==> config.mk <==
export PLATFORM = sky130hd
export DESIGN_NAME = wb_stage_mlane
export DESIGN_NICKNAME = d
export VERILOG_FILES = /design/src/rtl/wb_pkg.sv /design/src/rtl/wb_skid_buf.sv /design/src/rtl/wb_stage_mlane.sv
export SDC_FILE = /design/constraint.sdc
export NUM_CORES = 1
export LEC_CHECK = 0
export CAP_MARGIN = 10
export CORE_MARGIN = 1
export CORE_UTILIZATION = 30
export DETAILED_ROUTE_END_ITERATION = 10
export DONT_BUFFER_PORTS = 1
export PLACE_DENSITY_LB_ADDON = 0.1
export SLEW_MARGIN = 20
export SYNTH_ARGS = -nofsm -noshare
export SYNTH_HDL_FRONTEND = slang
export SYNTH_HIERARCHICAL = 1
export SYNTH_SLANG_ARGS = --single-unit
==> constraint.sdc <==
create_clock -name clk -period 4.66 [get_ports clk]
set_clock_uncertainty 0.1 [all_clocks]
set_input_delay 0.233 -clock clk [delete_from_list [all_inputs] [get_ports clk]]
set_output_delay 0.233 -clock clk [all_outputs]
set_load 0.02 [all_outputs]
==> src/rtl/wb_pkg.sv <==
// Shared types for the multi-lane MEM/WB stage: lane/bundle records and buffer state.
package wb_pkg;
  localparam int WB_LANES  = 2;
  localparam int WB_DATA_W = 32;
  localparam int WB_REG_AW = 5;

  localparam logic [WB_REG_AW-1:0] ZERO_REG = '0;

  typedef struct packed {
    logic [WB_REG_AW-1:0] wd;
    logic                 reg_we;
    logic [WB_DATA_W-1:0] wdata;
  } wb_lane_t;

  typedef struct packed {
    wb_lane_t [WB_LANES-1:0] lanes;
    logic                    hilo_we;
    logic [2*WB_DATA_W-1:0]  hilo;
  } wb_bundle_t;

  typedef enum logic [1:0] {EMPTY, ONE, TWO} state_t;
endpackage

==> src/rtl/wb_skid_buf.sv <==
// Two-entry skid buffer with flush; main entry drives the outputs, ready is registered.
module wb_skid_buf
  import wb_pkg::*;
#(
  parameter type T = wb_bundle_t
) (
  input  logic clk,
  input  logic rst,
  input  logic flush,
  input  logic in_valid,
  output logic in_ready,
  input  T     in_data,
  output logic out_valid,
  input  logic out_ready,
  output T     out_data
);
  state_t state, state_nx;
  T       main_q, skid_q;
  logic   ready_q, accept, deliver;
  logic   load_main, load_skid, from_skid;

  assign accept    = in_valid && ready_q;
  assign deliver   = (state != EMPTY) && out_ready;
  assign in_ready  = ready_q;
  assign out_valid = (state != EMPTY);
  assign out_data  = out_valid ? main_q : '0;

  always_comb begin
    state_nx  = state;
    load_main = 1'b0;
    load_skid = 1'b0;
    from_skid = 1'b0;
    case (state)
      EMPTY: if (accept) begin
        state_nx  = ONE;
        load_main = 1'b1;
      end
      ONE: begin
        if (accept && deliver) load_main = 1'b1;
        else if (accept) begin
          state_nx  = TWO;
          load_skid = 1'b1;
        end else if (deliver) state_nx = EMPTY;
      end
      TWO: if (deliver) begin
        state_nx  = ONE;
        from_skid = 1'b1;
      end
      default: state_nx = EMPTY;
    endcase
    if (flush) begin
      state_nx  = EMPTY;
      load_main = 1'b0;
      load_skid = 1'b0;
      from_skid = 1'b0;
    end
  end

  // ready tracks "skid not occupied" one cycle ahead so it comes straight from a flop
  always_ff @(posedge clk) begin
    if (rst) begin
      state   <= EMPTY;
      ready_q <= 1'b1;
    end else begin
      state   <= state_nx;
      ready_q <= (state_nx != TWO);
    end
  end

  always_ff @(posedge clk) begin
    if (rst || flush) begin
      main_q <= '0;
      skid_q <= '0;
    end else begin
      if (load_main)      main_q <= in_data;
      else if (from_skid) main_q <= skid_q;
      if (load_skid)      skid_q <= in_data;
    end
  end
endmodule

==> src/rtl/wb_stage_mlane.sv <==
// Multi-lane MEM/WB stage: squashes same-bundle WAW and $zero writes, picks HI/LO, then buffers.
module wb_stage_mlane
  import wb_pkg::*;
#(
  parameter int LANES  = WB_LANES,
  parameter int DATA_W = WB_DATA_W,
  parameter int REG_AW = WB_REG_AW
) (
  input  logic                      clk,
  input  logic                      rst,
  input  logic                      flush_i,
  input  logic                      mem_valid_i,
  output logic                      mem_ready_o,
  input  logic [LANES*REG_AW-1:0]   mem_wd_i,
  input  logic [LANES-1:0]          mem_reg_i,
  input  logic [LANES*2*DATA_W-1:0] mem_wdata_i,
  input  logic [LANES-1:0]          mem_hilo_i,
  output logic                      wb_valid_o,
  input  logic                      wb_ready_i,
  output logic [LANES*REG_AW-1:0]   wb_wd_o,
  output logic [LANES-1:0]          wb_reg_o,
  output logic [LANES*DATA_W-1:0]   wb_wdata_o,
  output logic                      wb_hilo_we_o,
  output logic [2*DATA_W-1:0]       wb_hilo_o
);
  wb_bundle_t       cap, out;
  logic [LANES-1:0] kill;

  // a lane loses its GPR write to $zero or to any younger lane targeting the same register
  always_comb begin
    kill = '0;
    for (int i = 0; i < LANES; i++) begin
      if (mem_wd_i[i*REG_AW +: REG_AW] == ZERO_REG) kill[i] = 1'b1;
      for (int j = i + 1; j < LANES; j++)
        if (mem_reg_i[j] && mem_wd_i[j*REG_AW +: REG_AW] == mem_wd_i[i*REG_AW +: REG_AW])
          kill[i] = 1'b1;
    end
  end

  // later lanes overwrite HI/LO so the youngest writer wins
  always_comb begin
    cap = '0;
    for (int i = 0; i < LANES; i++) begin
      if (mem_reg_i[i] && !kill[i]) begin
        cap.lanes[i].wd     = mem_wd_i[i*REG_AW +: REG_AW];
        cap.lanes[i].reg_we = 1'b1;
        cap.lanes[i].wdata  = mem_wdata_i[i*2*DATA_W +: DATA_W];
      end
      if (mem_hilo_i[i]) begin
        cap.hilo_we = 1'b1;
        cap.hilo    = mem_wdata_i[i*2*DATA_W +: 2*DATA_W];
      end
    end
  end

  wb_skid_buf #(.T(wb_bundle_t)) u_skid (
    .clk       (clk),
    .rst       (rst),
    .flush     (flush_i),
    .in_valid  (mem_valid_i),
    .in_ready  (mem_ready_o),
    .in_data   (cap),
    .out_valid (wb_valid_o),
    .out_ready (wb_ready_i),
    .out_data  (out)
  );

  always_comb begin
    wb_wd_o    = '0;
    wb_reg_o   = '0;
    wb_wdata_o = '0;
    for (int i = 0; i < LANES; i++) begin
      wb_wd_o[i*REG_AW +: REG_AW]    = out.lanes[i].wd;
      wb_reg_o[i]                    = out.lanes[i].reg_we;
      wb_wdata_o[i*DATA_W +: DATA_W] = out.lanes[i].wdata;
    end
  end

  assign wb_hilo_we_o = out.hilo_we;
  assign wb_hilo_o    = out.hilo;
endmodule

After elaboration in Yosys (flattened, before gate mapping) --
Cells that the tools add are included. W data, S select, Z words.
Word-level totals: memories 0, bits in read-only memories 0, word-level logic and storage cells 63, output and inout port bits 143, RAM bits 0, input bits 147, bits in latches 0, register bits 285
Operators by class: equal/unequal tests 4, bitwise operators 0, order comparisons 0, add/sub/neg operators 0, div/mod/pow operators 0, reductions and logical operators 14, shift-type cells 0, multiply operators 0, multiplexer cells 27
Operator list (number):
- $mux W141 | 3
- $mux W65 | 2
- $mux W38 | 2
- $mux W1 | 12
- $mux W2 | 6
- $logic_not A5 Y1 | 2
- $logic_and A1 B1 Y1 | 6
- $pmux W2 S3 | 1
- $eq A5 B5 Y1 | 1
- $reduce_bool A2 Y1 | 2
- $eq A2 B1 Y1 const B | 1
- $eq A2 B2 Y1 const B | 1
- $logic_not A1 Y1 | 2
- $logic_not A2 Y1 | 1
- $ne A2 B2 Y1 const B | 1
- $pmux W1 S2 | 1
- $logic_or A1 B1 Y1 | 1

Longest topological paths before layout --
word-level depth 8, mapped depth 7, gate-level depth less buffers 5

Hierarchy --
Netlist, hierarchy kept.
Modules (own cells, without submodules):
- wb_skid_buf | area an instance 11791.3 sq um, times used 1, cells each 1572
- wb_stage_mlane | area an instance 1661.6 sq um, times used 1, cells each 287

Least setup slack after synthesis --
OpenSTA, ideal clock, no wires.
kind register to output, start register u_skid.state[1], end output wb_hilo_o[51], buffers on the path 3, stages on the path, launching flop included 6, data arrival time 1425 ps, path slack 2902 ps, path through dfxtp_1 or2_2 clkbuf_1 clkbuf_1 clkbuf_1 and2_1
Between the ends: longest elaborated chain between the ends 2
RTL lines:
- start, declared | line wb_skid_buf.sv:17 | state_t state, state_nx;
- start signal, assigned | line wb_skid_buf.sv:65 | state <= state_nx;
- $reduce_bool A2 Y1 | line wb_skid_buf.sv:25 | assign out_valid = (state != EMPTY);
- $mux W141 | line wb_skid_buf.sv:26 | assign out_data = out_valid ? main_q : '0;
- end, declared | line wb_stage_mlane.sv:24 | output logic [2*DATA_W-1:0] wb_hilo_o
Every way passes these cells.

Final worst setup path --
Same ends and word-level chain as after synthesis.

==> results_dict.tcl <==
set metrics [dict create \
    synthTopCellsByCount "nand2_1, dfxtp_1, o21ai_0" \
    setup_viol 0 \
    synth_area_leaders "dfxtp_1, nand2_1, and2_1" \
    dieHeight_um 214 \
    initial_utilization_pct 30.4 \
    final_core_util_pct 37.4 \
    slowest_delay_ns 0.57 \
    grt_max_degree 142 \
    cts_setup_buffers 0 \
    crit_fanout 61 \
    die_width_um 214 \
    syn_area_sq_um 13500 \
    yosysWarnings 6 \
    fmax_mhz 350 \
    arrival_ns 2.52 \
    grt-ovfl-total 0 \
    first_global_vias 11800 \
    grt_pass1_wl_um 76400 \
    cts_buffers 38 \
    fin_nets 2046 \
    die_area_sq_um 45700 \
    io_buffers 0 \
    power_density_nw_per_um2 373 \
    grt_antenna_before_repair 2 \
    drv_cap 0 \
    rr_startpoint "u_skid/state[1]" \
    synth_largest_area_cell "dfxtp_1" \
    worst_slew_pin_slew_ns 1.09 \
    hpwl_um 30500 \
    syn_area_per_cell_sq_um 7.24 \
    critical_path.endpoint_type "output pin" \
    rsz0062_at_grt "no" \
    finalPower_mw 6.17 \
    routed_via_density 5.16 \
    crit_chain "or2_4 -> buf_4 -> and2_1" \
    clock_latency_ns 0.56 \
    clk_path_buf_depth 3 \
    path_class "flop to output pin" \
    numClockSinks 285 \
    io-pin-count 290 \
    setup_slack_ns 1.81 \
    synth-compound-area-share_pct 22.7 \
    peakVddDrop_mv 0.214 \
    row_count 77 \
    yosysMostFrequentCell "nand2_1" \
    cts_resized 0 \
    synth-simple-area-share_pct 27.5 \
    finalHoldViolCount 0 \
    wl_per_cell_um 20.8 \
    place_ws_ns 1.99 \
    drtIter0Drc 887 \
    min_period_ns 2.85 \
    gp_congestion 0.770 \
    synth_edf_count 0 \
    ys_ff_latch 285 \
    hold_start "mem_wdata_i[29]" \
    status "complete, no violations" \
    ys.flop_type "dfxtp_1" \
    required_ns 4.33 \
    fin_setup_tns_ns 0 \
    ant_nets 0 \
    h-tree-depth 2 \
    ys_seq_area_share_pct 42.4 \
    synth_mux_area_share_pct 0.149 \
    cp_slowest_cell "or2_4" \
    firstDrtPassIters 5 \
    vias 13000 \
    synth_top_area_share_pct 42.4 \
    ys_types 35 \
    drv_slew 0 \
    gr-usage-all-layers_pct 22.2 \
    area_growth_pct 23.1 \
    cts_tree "yes" \
    synthesis.nets 2006 \
    finalCritPeriodShare_pct 61.2 \
    slew_headroom_pct 27.2 \
    p_leak_nw 5.51 \
    clk_pin_slew_ns 0.05 \
    crit_start "u_skid/state[1]" \
    synth_fa_ha_area_share_pct 0 \
    synth_top_family_by_area "simple AND/OR/NAND/NOR gates" \
    hold_slack_ns 0.00373 \
    drc 0 \
    wirelength_um 52500 \
    root_buffer "clkbuf_16" \
    cp-start-kind "flop" \
    drive_above_1_share_pct 6.50 \
    hold_path_class "input pin to flop" \
    synth_xor_area_share_pct 0.326 \
    synthArstFlopShare_pct 0 \
    netlist_instances 1859 \
    core_area_sq_um 44200 \
]
-- path summary, 6_finish.rpt --
| path | cells after the start | slack, ns | to |
|---|---|---|---|
| max | 3 | 1.81 | wb_hilo_o[51] |
| max reg2reg | 4 | 2.13 | u_skid/main_q[49] |
| min | 4 | 0.004 | u_skid/skid_q[29] |
| min reg2reg | 2 | 0.35 | u_skid/skid_q[59] |
-- metrics by stage --
step,cells,cell area (sq um)
2_1_floorplan,1859,13500
3_3_place_gp,2298,13700
3_5_place_dp,2298,13700
4_1_cts,2515,16500
5_1_grt,2517,16600
6_report,2517,16600
-- worst max-delay path: cells and delay by family, from the launching register on --
| family | cells | cell delay (ns) |
|---|---|---|
| buf+inv | 1 | 0.50 |
| simple gates | 2 | 0.94 |
| flops | 1 | 0.50 |
-- repair_timing --
action	CTS	global route
hold endpoints to repair	262	0
endpoints found under the setup margin	0	0
hold buffers	152	0
-- sequential cells by signal, indices dropped and copies added (netlist names) --
register / flops
u_skid/in_ready: 1
u_skid/state: 2
u_skid/skid_q: 141
u_skid/main_q: 141
-- kinds of logic after synthesis --
group | Yosys count
AOI/OAI and AO/OA | 529
buffers and inverters | 206
xor gates and xnor gates | 5
DFF | 285
muxes | 2
and+or+nand+nor | 832
-- power breakdown --
part           internal (mW)  total [mW]  leakage (nW)  switching (mW)
clock                   1.93        3.10         0.649            1.16
sequential              2.48        2.51          2.31          0.0264
combinational          0.221       0.568          2.55           0.348
-- cell usage in the layout, fill, tap and decap left out, types with 2 or more instances in the layout --
cell type      synthesis  final
inv_6                  0      2
dfxtp_1              285    285
clkbuf_1             122      5
or2_4                  0      2
o21ai_1               14     14
a31oi_1              138    138
buf_4                  4     14
clkbuf_16              0     38
o21ai_0              160    160
buf_16                 0      2
mux2i_1                2      2
xor2_1                 4      4
a31oi_2                3      3
inv_1                 33     33
dlygate4sd3_1          0    150
a21oi_1              148    148
and2_4                23     23
clkinv_2               0      3
or4_1                  2      2
clkbuf_8               0     10
a211oi_1              32     32
bufinv_16              0      5
and2_2                 4      4
a22o_1                31     31
buf_12                 0      7
nand2_1              636    636
and2_1               152    152
-- metal layers --
metal	vias to the layer above	GRT usage [%]	wire, um
met5	-	0	13
met4	2	7.22	1360
met3	77	4.44	3220
met2	405	34.3	23900
met1	6234	30.8	23900
li1	6277	-	-
-- final cells by class --
type	instances	area, sq um
fill	4655	27700
inverter	33	124
multi-input combinational	1368	6870
timing repair buffer	173	1800
antenna	1	2.50
sequential	285	5710
tap	592	741
clock inverter	12	208
clock buffer	53	1110
Note: power is estimated with default switching activity, not from simulation.
